[src/rtl/spi_slv_pkg.sv]
// Shared types and helpers for the SPI slave responder.
package spi_slv_pkg;

  // Frame state: waiting for slave select, or exchanging words.
  typedef enum logic {
    StIdle,
    StShift
  } state_e;

  // Mode configuration captured at the start of each frame.
  typedef struct packed {
    logic cpol;
    logic cpha;
    logic lsb_first;
  } cfg_t;

  // Depth of the optional receive FIFO.
  localparam int unsigned RxFifoDepth = 4;

  // Leading edge leaves the idle level, trailing edge returns to it.
  function automatic logic sample_edge(cfg_t cfg, logic rise, logic fall);
    logic lead;
    logic trail;
    lead  = cfg.cpol ? fall : rise;
    trail = cfg.cpol ? rise : fall;
    return cfg.cpha ? trail : lead;
  endfunction

  function automatic logic shift_edge(cfg_t cfg, logic rise, logic fall);
    logic lead;
    logic trail;
    lead  = cfg.cpol ? fall : rise;
    trail = cfg.cpol ? rise : fall;
    return cfg.cpha ? lead : trail;
  endfunction

endpackage

[src/rtl/spi_slv_sync.sv]
// Two-flop synchroniser with a third flop for edge detection, one lane per bit.
module spi_slv_sync #(
  parameter int unsigned      Width    = 1,
  parameter logic [Width-1:0] ResetVal = '0
) (
  input  logic             clk_i,
  input  logic             rst_i,
  input  logic [Width-1:0] d_i,
  output logic [Width-1:0] q_o,
  output logic [Width-1:0] rise_o,
  output logic [Width-1:0] fall_o
);

  logic [Width-1:0] meta_q;
  logic [Width-1:0] sync_q;
  logic [Width-1:0] prev_q;

  // Synchronise the asynchronous pins and keep one cycle of history.
  always_ff @(posedge clk_i or posedge rst_i) begin
    if (rst_i) begin
      meta_q <= ResetVal;
      sync_q <= ResetVal;
      prev_q <= ResetVal;
    end else begin
      meta_q <= d_i;
      sync_q <= meta_q;
      prev_q <= sync_q;
    end
  end

  assign q_o    = sync_q;
  assign rise_o = sync_q & ~prev_q;
  assign fall_o = ~sync_q & prev_q;

endmodule

[src/rtl/spi_slave_responder.sv]
// SPI slave responder: synchronised full-duplex shift engine for all four
// CPOL/CPHA modes, a TX holding register and a valid/ready RX output.
// Define SPI_SLV_RX_FIFO_EN to replace the single RX register with a small FIFO.
module spi_slave_responder
  import spi_slv_pkg::*;
#(
  parameter int unsigned       DATA_W     = 8,
  parameter logic [DATA_W-1:0] DUMMY_WORD = '1
) (
  input  logic              pclk,
  input  logic              p_reset,
  input  logic              cfg_cpol,
  input  logic              cfg_cpha,
  input  logic              cfg_lsb_first,
  input  logic              sclk_in,
  input  logic              n_ss_in,
  input  logic              si,
  output logic              so,
  output logic              n_so_en,
  input  logic [DATA_W-1:0] tx_data,
  input  logic              tx_valid,
  output logic              tx_ready,
  output logic [DATA_W-1:0] rx_data,
  output logic              rx_valid,
  input  logic              rx_ready,
  output logic              overrun,
  output logic              underrun,
  output logic              busy
);

  localparam int unsigned     CntW    = (DATA_W > 1) ? $clog2(DATA_W) : 1;
  localparam logic [CntW-1:0] LastBit = CntW'(DATA_W - 1);

  function automatic logic first_bit(logic [DATA_W-1:0] w, logic lsb);
    return lsb ? w[0] : w[DATA_W-1];
  endfunction

  function automatic logic [DATA_W-1:0] shift_out(logic [DATA_W-1:0] w, logic lsb);
    return lsb ? (w >> 1) : (w << 1);
  endfunction

  function automatic logic [DATA_W-1:0] shift_in(logic [DATA_W-1:0] w, logic b, logic lsb);
    return lsb ? {b, w[DATA_W-1:1]} : {w[DATA_W-2:0], b};
  endfunction

  // Pin vector: {sclk, n_ss, si}; n_ss resets high so reset never looks like a frame start.
  logic [2:0] pins_s, pins_rise, pins_fall;

  spi_slv_sync #(
    .Width   (3),
    .ResetVal(3'b010)
  ) u_sync (
    .clk_i (pclk),
    .rst_i (p_reset),
    .d_i   ({sclk_in, n_ss_in, si}),
    .q_o   (pins_s),
    .rise_o(pins_rise),
    .fall_o(pins_fall)
  );

  logic sclk_rise, sclk_fall, ss_rise, ss_fall, si_s;
  logic unused_pins;
  assign sclk_rise   = pins_rise[2];
  assign sclk_fall   = pins_fall[2];
  assign ss_rise     = pins_rise[1];
  assign ss_fall     = pins_fall[1];
  assign si_s        = pins_s[0];
  assign unused_pins = ^{pins_s[2:1], pins_rise[0], pins_fall[0]};

  state_e            state_q;
  cfg_t              cfg_q;
  logic [CntW-1:0]   bit_cnt_q;
  logic [DATA_W-1:0] tx_sr_q;
  logic [DATA_W-1:0] rx_sr_q;
  logic              so_q, n_so_en_q, busy_q, underrun_q, dummy_pend_q;
  logic [DATA_W-1:0] tx_hold_q;
  logic              tx_full_q;

  cfg_t              cfg_in, load_cfg;
  logic              frame_start, in_shift, sample_evt, shift_evt, word_done, word_load;
  logic [DATA_W-1:0] load_word, tx_sr_load, rx_sr_d;
  logic              so_load;

  // Decode synchronised pin events into frame/bit events and the next word to load.
  always_comb begin
    cfg_in      = '{cpol: cfg_cpol, cpha: cfg_cpha, lsb_first: cfg_lsb_first};
    frame_start = (state_q == StIdle) && ss_fall;
    in_shift    = (state_q == StShift) && !ss_rise;
    sample_evt  = in_shift && sample_edge(cfg_q, sclk_rise, sclk_fall);
    // With CPHA=0 the first bit was presented at load, so the trailing edge
    // that follows a word load must not advance the shifter.
    shift_evt   = in_shift && shift_edge(cfg_q, sclk_rise, sclk_fall) &&
                  (cfg_q.cpha || (bit_cnt_q != '0));
    word_done   = sample_evt && (bit_cnt_q == LastBit);
    word_load   = frame_start || word_done;
    load_cfg    = frame_start ? cfg_in : cfg_q;
    load_word   = tx_full_q ? tx_hold_q : DUMMY_WORD;
    so_load     = first_bit(load_word, load_cfg.lsb_first);
    tx_sr_load  = load_cfg.cpha ? load_word : shift_out(load_word, load_cfg.lsb_first);
    rx_sr_d     = shift_in(rx_sr_q, si_s, cfg_q.lsb_first);
  end

  // Frame FSM and shift engine with registered MISO, enable, busy and underrun.
  always_ff @(posedge pclk or posedge p_reset) begin
    if (p_reset) begin
      state_q      <= StIdle;
      cfg_q        <= '0;
      bit_cnt_q    <= '0;
      tx_sr_q      <= '0;
      rx_sr_q      <= '0;
      so_q         <= 1'b0;
      n_so_en_q    <= 1'b1;
      busy_q       <= 1'b0;
      underrun_q   <= 1'b0;
      dummy_pend_q <= 1'b0;
    end else begin
      underrun_q <= 1'b0;
      unique case (state_q)
        StIdle: begin
          if (ss_fall) begin
            state_q      <= StShift;
            cfg_q        <= cfg_in;
            n_so_en_q    <= 1'b0;
            busy_q       <= 1'b1;
            bit_cnt_q    <= '0;
            tx_sr_q      <= tx_sr_load;
            underrun_q   <= !tx_full_q;
            dummy_pend_q <= 1'b0;
            if (!cfg_in.cpha) so_q <= so_load;
          end
        end
        StShift: begin
          if (ss_rise) begin
            state_q      <= StIdle;
            n_so_en_q    <= 1'b1;
            busy_q       <= 1'b0;
            bit_cnt_q    <= '0;
            dummy_pend_q <= 1'b0;
          end else if (sample_evt) begin
            rx_sr_q <= rx_sr_d;
            // A dummy reloaded at word end only counts once the master clocks it.
            if ((bit_cnt_q == '0) && dummy_pend_q) begin
              underrun_q   <= 1'b1;
              dummy_pend_q <= 1'b0;
            end
            if (word_done) begin
              bit_cnt_q    <= '0;
              tx_sr_q      <= tx_sr_load;
              dummy_pend_q <= !tx_full_q;
              if (!cfg_q.cpha) so_q <= so_load;
            end else begin
              bit_cnt_q <= bit_cnt_q + CntW'(1);
            end
          end else if (shift_evt) begin
            so_q    <= first_bit(tx_sr_q, cfg_q.lsb_first);
            tx_sr_q <= shift_out(tx_sr_q, cfg_q.lsb_first);
          end
        end
      endcase
    end
  end

  // TX holding register: filled by a valid/ready handshake, emptied at each word load.
  always_ff @(posedge pclk or posedge p_reset) begin
    if (p_reset) begin
      tx_hold_q <= '0;
      tx_full_q <= 1'b0;
    end else begin
      if (word_load && tx_full_q) begin
        tx_full_q <= 1'b0;
      end else if (tx_valid && !tx_full_q) begin
        tx_hold_q <= tx_data;
        tx_full_q <= 1'b1;
      end
    end
  end

  assign so       = so_q;
  assign n_so_en  = n_so_en_q;
  assign busy     = busy_q;
  assign underrun = underrun_q;
  assign tx_ready = !tx_full_q;

`ifdef SPI_SLV_RX_FIFO_EN
  localparam int unsigned      PtrW     = $clog2(RxFifoDepth);
  localparam logic [PtrW:0]    FifoFull = (PtrW + 1)'(RxFifoDepth);

  logic [DATA_W-1:0] fifo_q [RxFifoDepth];
  logic [PtrW-1:0]   wr_ptr_q, rd_ptr_q;
  logic [PtrW:0]     count_q;
  logic              overrun_q;
  logic              pop, push_ok;

  assign pop     = (count_q != '0) && rx_ready;
  assign push_ok = word_done && ((count_q != FifoFull) || pop);

  // RX FIFO: a push into a full FIFO is dropped unless a pop frees a slot that cycle.
  always_ff @(posedge pclk or posedge p_reset) begin
    if (p_reset) begin
      for (int i = 0; i < int'(RxFifoDepth); i++) fifo_q[i] <= '0;
      wr_ptr_q  <= '0;
      rd_ptr_q  <= '0;
      count_q   <= '0;
      overrun_q <= 1'b0;
    end else begin
      overrun_q <= word_done && !push_ok;
      if (push_ok) begin
        fifo_q[wr_ptr_q] <= rx_sr_d;
        wr_ptr_q         <= wr_ptr_q + PtrW'(1);
      end
      if (pop) rd_ptr_q <= rd_ptr_q + PtrW'(1);
      if (push_ok && !pop) begin
        count_q <= count_q + (PtrW + 1)'(1);
      end else if (!push_ok && pop) begin
        count_q <= count_q - (PtrW + 1)'(1);
      end
    end
  end

  assign rx_data  = fifo_q[rd_ptr_q];
  assign rx_valid = (count_q != '0);
  assign overrun  = overrun_q;
`else
  logic [DATA_W-1:0] rx_data_q;
  logic              rx_valid_q, overrun_q;

  // Single RX register: a push that finds an unconsumed word is dropped.
  always_ff @(posedge pclk or posedge p_reset) begin
    if (p_reset) begin
      rx_data_q  <= '0;
      rx_valid_q <= 1'b0;
      overrun_q  <= 1'b0;
    end else begin
      overrun_q <= 1'b0;
      if (word_done) begin
        if (!rx_valid_q || rx_ready) begin
          rx_data_q  <= rx_sr_d;
          rx_valid_q <= 1'b1;
        end else begin
          overrun_q <= 1'b1;
        end
      end else if (rx_valid_q && rx_ready) begin
        rx_valid_q <= 1'b0;
      end
    end
  end

  assign rx_data  = rx_data_q;
  assign rx_valid = rx_valid_q;
  assign overrun  = overrun_q;
`endif

endmodule

[config.mk]
export PLATFORM = sky130hd
export DESIGN_NAME = spi_slave_responder
export DESIGN_NICKNAME = d
export VERILOG_FILES = /design/src/rtl/spi_slv_pkg.sv /design/src/rtl/spi_slv_sync.sv /design/src/rtl/spi_slave_responder.sv
export SDC_FILE = /design/constraint.sdc
export NUM_CORES = 1
export LEC_CHECK = 0
export ABC_CLOCK_PERIOD_IN_PS = 2500
export BUFFER_PORTS_ARGS = -buffer_cell sky130_fd_sc_hd__buf_2
export CELL_PAD_IN_SITES_DETAIL_PLACEMENT = 1
export CELL_PAD_IN_SITES_GLOBAL_PLACEMENT = 1
export CORE_MARGIN = 2
export CORE_UTILIZATION = 48
export CTS_BUF_LIST = sky130_fd_sc_hd__clkbuf_2
export CTS_CLUSTER_SIZE = 16
export DETAILED_ROUTE_END_ITERATION = 16
export GPL_TIMING_DRIVEN = 0
export MAX_ROUTING_LAYER = met4
export PLACE_DENSITY_LB_ADDON = 0.1
export SLEW_MARGIN = 20
export SYNTH_ARGS = -nofsm -noshare
export SYNTH_HDL_FRONTEND = slang
export SYNTH_HIERARCHICAL = 1
export SYNTH_SLANG_ARGS = --single-unit
[constraint.sdc]
create_clock -name pclk -period 2.5 [get_ports pclk]
set_input_delay 0.25 -clock pclk [delete_from_list [all_inputs] [get_ports pclk]]
set_output_delay 0.25 -clock pclk [all_outputs]
set_load 0.02 [all_outputs]
### After elaboration in Yosys (flattened, before gate mapping)

Index checks and enable logic that the tools add are counted.

* flip-flop bits (word level): 56
* output and inout port bits: 15

* $add $sub $neg: 1
* equal/unequal tests: 11
* muxes and demuxes: 57
* bitwise operators: 7
* reduce and logical (&&, ||, !) cells: 30

Operator list (number)
* 2-to-1 mux 8 bit: 10
* 2-to-1 mux 1 bit: 34
* case mux 8 bit (2 select lines): 1
* 2-to-1 mux 3 bit: 4
* case mux 1 bit (2 select lines): 6
* AND reduction 2 bit: 6
* logical AND 1 bit: 10
* != test 2 bit (second input constant): 4
* bitwise AND 3 bit: 2
* != test 3 x 2 -> 1 bit (second input constant): 2
* inverter 3 bit: 2
* case mux 3 bit (2 select lines): 1
* AND reduction 3 bit: 2
* AND reduction 6 bit: 1
* != test 4 x 2 -> 1 bit (second input constant): 1
* AND reduction 4 bit: 1
* nonzero test 2 bit: 2
* adder 3 x 1 -> 3 bit (second input constant): 1
* equality test 3 bit (second input constant): 1
* logical NOT 1 bit: 3
* logical NOT 3 bit: 1
* logical OR 1 bit: 3
* != test 3 x 1 -> 1 bit (second input constant): 1
* != test 3 bit (second input constant): 1
* other kinds (4): 6

### Depth between registers and ports, before layout

* word-level depth: 10
* mapped depth: 8
* mapped depth without buffers: 7

### Cells and area by module

Netlist, hierarchy kept.

By module, submodules not included
* spi_slave_responder: instances 1, cells each 224, area each 2493.6 µm², seq. area each 1177.4 µm²
* spi_slv_sync: instances 1, cells each 16, area each 285.3 µm², seq. area each 229.0 µm²

### Worst setup path before layout

Ideal clock, no wire load.

* path type: register -> register
* start point: reg u_sync.prev_q[1]
* end point: reg tx_sr_q[1]
* setup time: 0.127 ns
* data arrival time: 2.007 ns
* setup slack: 0.366 ns
* stages on the path, launching flop included: 6
* path buffers: 0
* period minus slack after synthesis: 2.134 ns
* path through: dfstp_2 and2b_2 or2_2 o32ai_1 o311ai_4 a221o_2

RTL lines
* from (decl): RTL line spi_slv_sync.sv:16 `logic [Width-1:0] prev_q;`
* from (signal assigned): RTL line spi_slv_sync.sv:23 `prev_q <= ResetVal;`
* from (signal assigned): RTL line spi_slv_sync.sv:27 `prev_q <= sync_q;`
* inverter 3 bit (*): RTL line spi_slv_sync.sv:32 `assign rise_o = sync_q & ~prev_q;`
* bitwise AND 3 bit (*): RTL line spi_slv_sync.sv:32
* net pins_rise[1]: RTL line spi_slave_responder.sv:47 `logic [2:0] pins_s, pins_rise, pins_fall;`
* logical NOT 1 bit: RTL line spi_slave_responder.sv:88 `in_shift = (state_q == StShift) && !ss_rise;`
* logical AND 1 bit: RTL line spi_slave_responder.sv:88
* logical AND 1 bit, on equally long branches: RTL line spi_slave_responder.sv:89, spi_slave_responder.sv:92
* 2-to-1 mux 8 bit (tied with other cells): RTL line spi_slave_responder.sv:139 `end else if (sample_evt) begin`
* 2-to-1 mux 8 bit (tied with other cells): RTL line spi_slave_responder.sv:133 `if (ss_rise) begin`
* case mux 8 bit (2 select lines) or AND reduction 4 bit (tied branches)
* to (signal assigned): RTL line spi_slave_responder.sv:126 `tx_sr_q <= tx_sr_load;`
* to (signal assigned): RTL line spi_slave_responder.sv:148 `tx_sr_q <= tx_sr_load;`
* to (signal assigned): RTL line spi_slave_responder.sv:156 `tx_sr_q <= shift_out(tx_sr_q, cfg_q.lsb_first);`
* to (decl): RTL line spi_slave_responder.sv:73 `logic [DATA_W-1:0] tx_sr_q;`

Mark *: on every way through the listed nets, which the timed path passes. The rest lies on a longest branch. The select of a mux whose other input is x is not followed.
A chain may end at the register's enable or synchronous reset.

### Worst setup path after layout

Ends and elaborated chain as after synthesis.

==> summary.md <==
| Metric | Value |
|---|---|
| CP Cell Sequence | `and2b_2 -> or2_2 -> o32ai_1 -> o311ai_4 -> a221o_2` |
| Port Buffer Count | `32` |
| Nets@finish | `312` |
| TritonRoute pass-1 iters | `4` |
| Clk sinks | `55` |
| Clock skew | `26.7 ps` |
| Final Hold Fails | `0` |
| Critical path endpoint | `tx_sr_q[1]` |
| Die outline height | `~80 um` |
| Area grow syn2layout | `16.7%` |
| Initial antenna violation count | `0` |
| Static leakage | `1.52 nW` |
| R2r setup slk | `80 ps` |
| Status | `completed` |
| CTS tree | `yes` |
| Number of max-cap violations | `0` |
| RSZ-0062 raised after global routing | `no` |
| Crit path kind | `register to register` |
| Vias in the first global route | `2063` |
| Syn Nets | `258` |
| Full die area | `6320 um^2` |
| Root Buffer | `clkbuf_2` |
| VDD IR max | `~0.00058 V` |
| Crit path largest cell delay | `580 ps` |
| Design Area, Final | `3190 um^2` |
| CP arrival | `between 2000 and 3000 ps` |
| Final min period | `2420 ps` |
| Via count | `1953` |
| Vias/cell | `5.37` |
| Hold/Removal Path Class | `input pin to register` |
| Final worst-path cycle share | `0.969` |
| GPL Wtd Cong | `0.802` |
| WL/cell | `15.9 um` |
| Routed WL | `around 5.8 mm` |
| First-pass GRT wire length | `9.79 mm` |
| All-Layer GR Usage | `0.206` |
| I/O pin total | `33` |
| PD cells | `891 nW/um^2` |
| Antenna Violating Nets Remaining | `0` |
| Reg2reg path depth | `5` |
| DP HPWL | `4.29 mm` |
| Site Rows | `27` |
| Total negative slack | `0 ps` |
| Slew @ Worst Pin | `679 ps` |
| Core region area | `5510 um^2` |
| Synth warnings | `6` |
| Cts bufs inserted | `5` |
| # H-tree levels | `2` |
| Worst EP required | `roughly 2900 ps` |
| Fmax | `413 MHz` |
| Startpoint Class | `register` |
| CP Depth | `5` |
| Pin count of the biggest net entering global routing | `34` |
| Dpl cell area | `3010 um^2` |
| Clock-pin slew on the worst setup and hold paths | `between 200 and 300 ps` |
| Starting Density | `0.497` |
| Layout cells sized above 1 | `0.288` |
| Detailed-route DRC error count | `0` |
| Cell count after synthesis | `237` |
| R2r endpoint | `tx_sr_q[1]` |
| Max clock buf depth | `2` |
| Die width | `around 80 um` |
| Crit. End Element | `register` |
| CP bufs+invs | `0` |
| CP max FO | `10` |
| Number of inserted diodes | `0` |
| Clk_lat worst skew | `460 ps` |
| Origin of the worst setup path | `u_sync/prev_q[1]` |
| Slowest cell on the critical path | `dfstp_2` |
| DRT iter0 DRCs | `69` |
| Synthesized area | `2740 um^2` |
| Max_slew headroom | `0.547` |
| Final Setup Violations | `0` |
| Pins over their slew limit | `0` |
| Reg2reg start | `u_sync/prev_q[1]` |
| Crit path max-delay family | `compound AO/OA/AOI/OAI gates` |
| Mean Syn Cell Area | `11.5 um^2` |
| Grt total ovfl | `0` |
how the worst min path moves through the flow:
| stage | from | end | slack (ps) | cells past startpoint |
|---|---|---|---|---|
| finish | cfg_cpha | so | 110 | 3 |
| global route | cfg_cpha | so | 80 | 3 |
| CTS | tx_data[0] | tx_hold_q[0] | 4 | 2 |
| detailed placement | p_reset | u_sync/meta_q[0] | 230 | 2 |
| global placement | p_reset | u_sync/meta_q[0] | 220 | 2 |
| floorplan | p_reset | u_sync/meta_q[0] | 60 | 1 |
routing by layer:
metal	vias to the layer above	part of all wire	GRT usage	wire length, um
met4	0	0.012	0.0569	70
met5	-	0	-	0
met1	966	0.47	0.263	2710
met3	6	0.034	0.0430	196
li1	949	-	-	-
met2	32	0.49	0.335	2810
final cells by class:
class	count	area [um^2]
plain buffers	8	42.5
clock buffers	5	25.0
clock inverters	3	20.0
fillers	614	2310
inverters	19	71.3
multi-input cells	155	1250
flip-flops and latches	55	1380
well taps	72	90.1
repair buffers	47	318
what timing repair did:
item | 4_1_cts | 5_1_grt
endpoints found under the hold margin | 32 | 2
buffers inserted | 0 | 1
endpoints found under the setup margin | 0 | 2
resized for setup | 0 | 1
hold buffers | 11 | 2
power breakdown:
part	total, W	internal (W)	leakage (nW)	switching (W)
clock	0.000354	0.0000674	0.0266	0.000287
combinational	0.00113	0.000551	0.867	0.000576
sequential	0.00136	0.00115	0.625	0.000219
tightest hold or removal path: cells and delay by family:
family / cells / cell delay, ps
buf+inv: 1 / 140
compound gates: 2 / 200
state kept, by name (all words and copies together), names as in the netlist, 2 cells and up:
register / cells
bit_cnt_q: 3
cfg_q: 3
rx_data: 8
rx_sr_q: 8
tx_hold_q: 8
tx_sr_q: 8
u_sync/meta_q: 3
u_sync/prev_q: 2
u_sync/q_o: 3
per-stage QoR:
| stage | hold slack (ps) | utilization | total power, W | setup WS [ps] | cells |
|---|---|---|---|---|---|
| 2_1_floorplan | 63.5 | - | 0.00220 | 366 | 237 |
| 3_3_place_gp | 217 | 0.542 | 0.00245 | 117 | 341 |
| 3_5_place_dp | 234 | 0.546 | 0.00250 | 66.2 | 342 |
| 4_1_cts | 3.72 | 0.574 | 0.00287 | 50.3 | 361 |
| 5_1_grt | 79.4 | 0.580 | 0.00305 | 0.109 | 364 |
| 6_report | 113 | 0.580 | 0.00285 | 76.4 | 364 |
layout by cell type (no fill, tap or decap), types with 2 or more instances in the layout:
| cell | n |
|---|---|
| nor4bb_1 | 2 |
| dfrtp_1 | 51 |
| o211ai_1 | 8 |
| a31o_2 | 2 |
| clkbuf_2 | 5 |
| buf_2 | 33 |
| inv_1 | 18 |
| ha_1 | 3 |
| clkbuf_1 | 4 |
| a21oi_1 | 11 |
| mux2i_4 | 2 |
| nand2b_1 | 3 |
| mux2_4 | 2 |
| dfstp_2 | 4 |
| o31ai_1 | 2 |
| nor2_1 | 13 |
| a221oi_1 | 2 |
| nor2b_1 | 6 |
| mux2_2 | 17 |
| buf_4 | 2 |
| a22o_1 | 2 |
| dlygate4sd3_1 | 13 |
| or3_1 | 4 |
| o21ai_0 | 6 |
| mux2i_1 | 25 |
| a211oi_1 | 2 |
| and2b_2 | 4 |
| nand2_1 | 18 |
No activity file was read; power rests on OpenSTA's default activity.
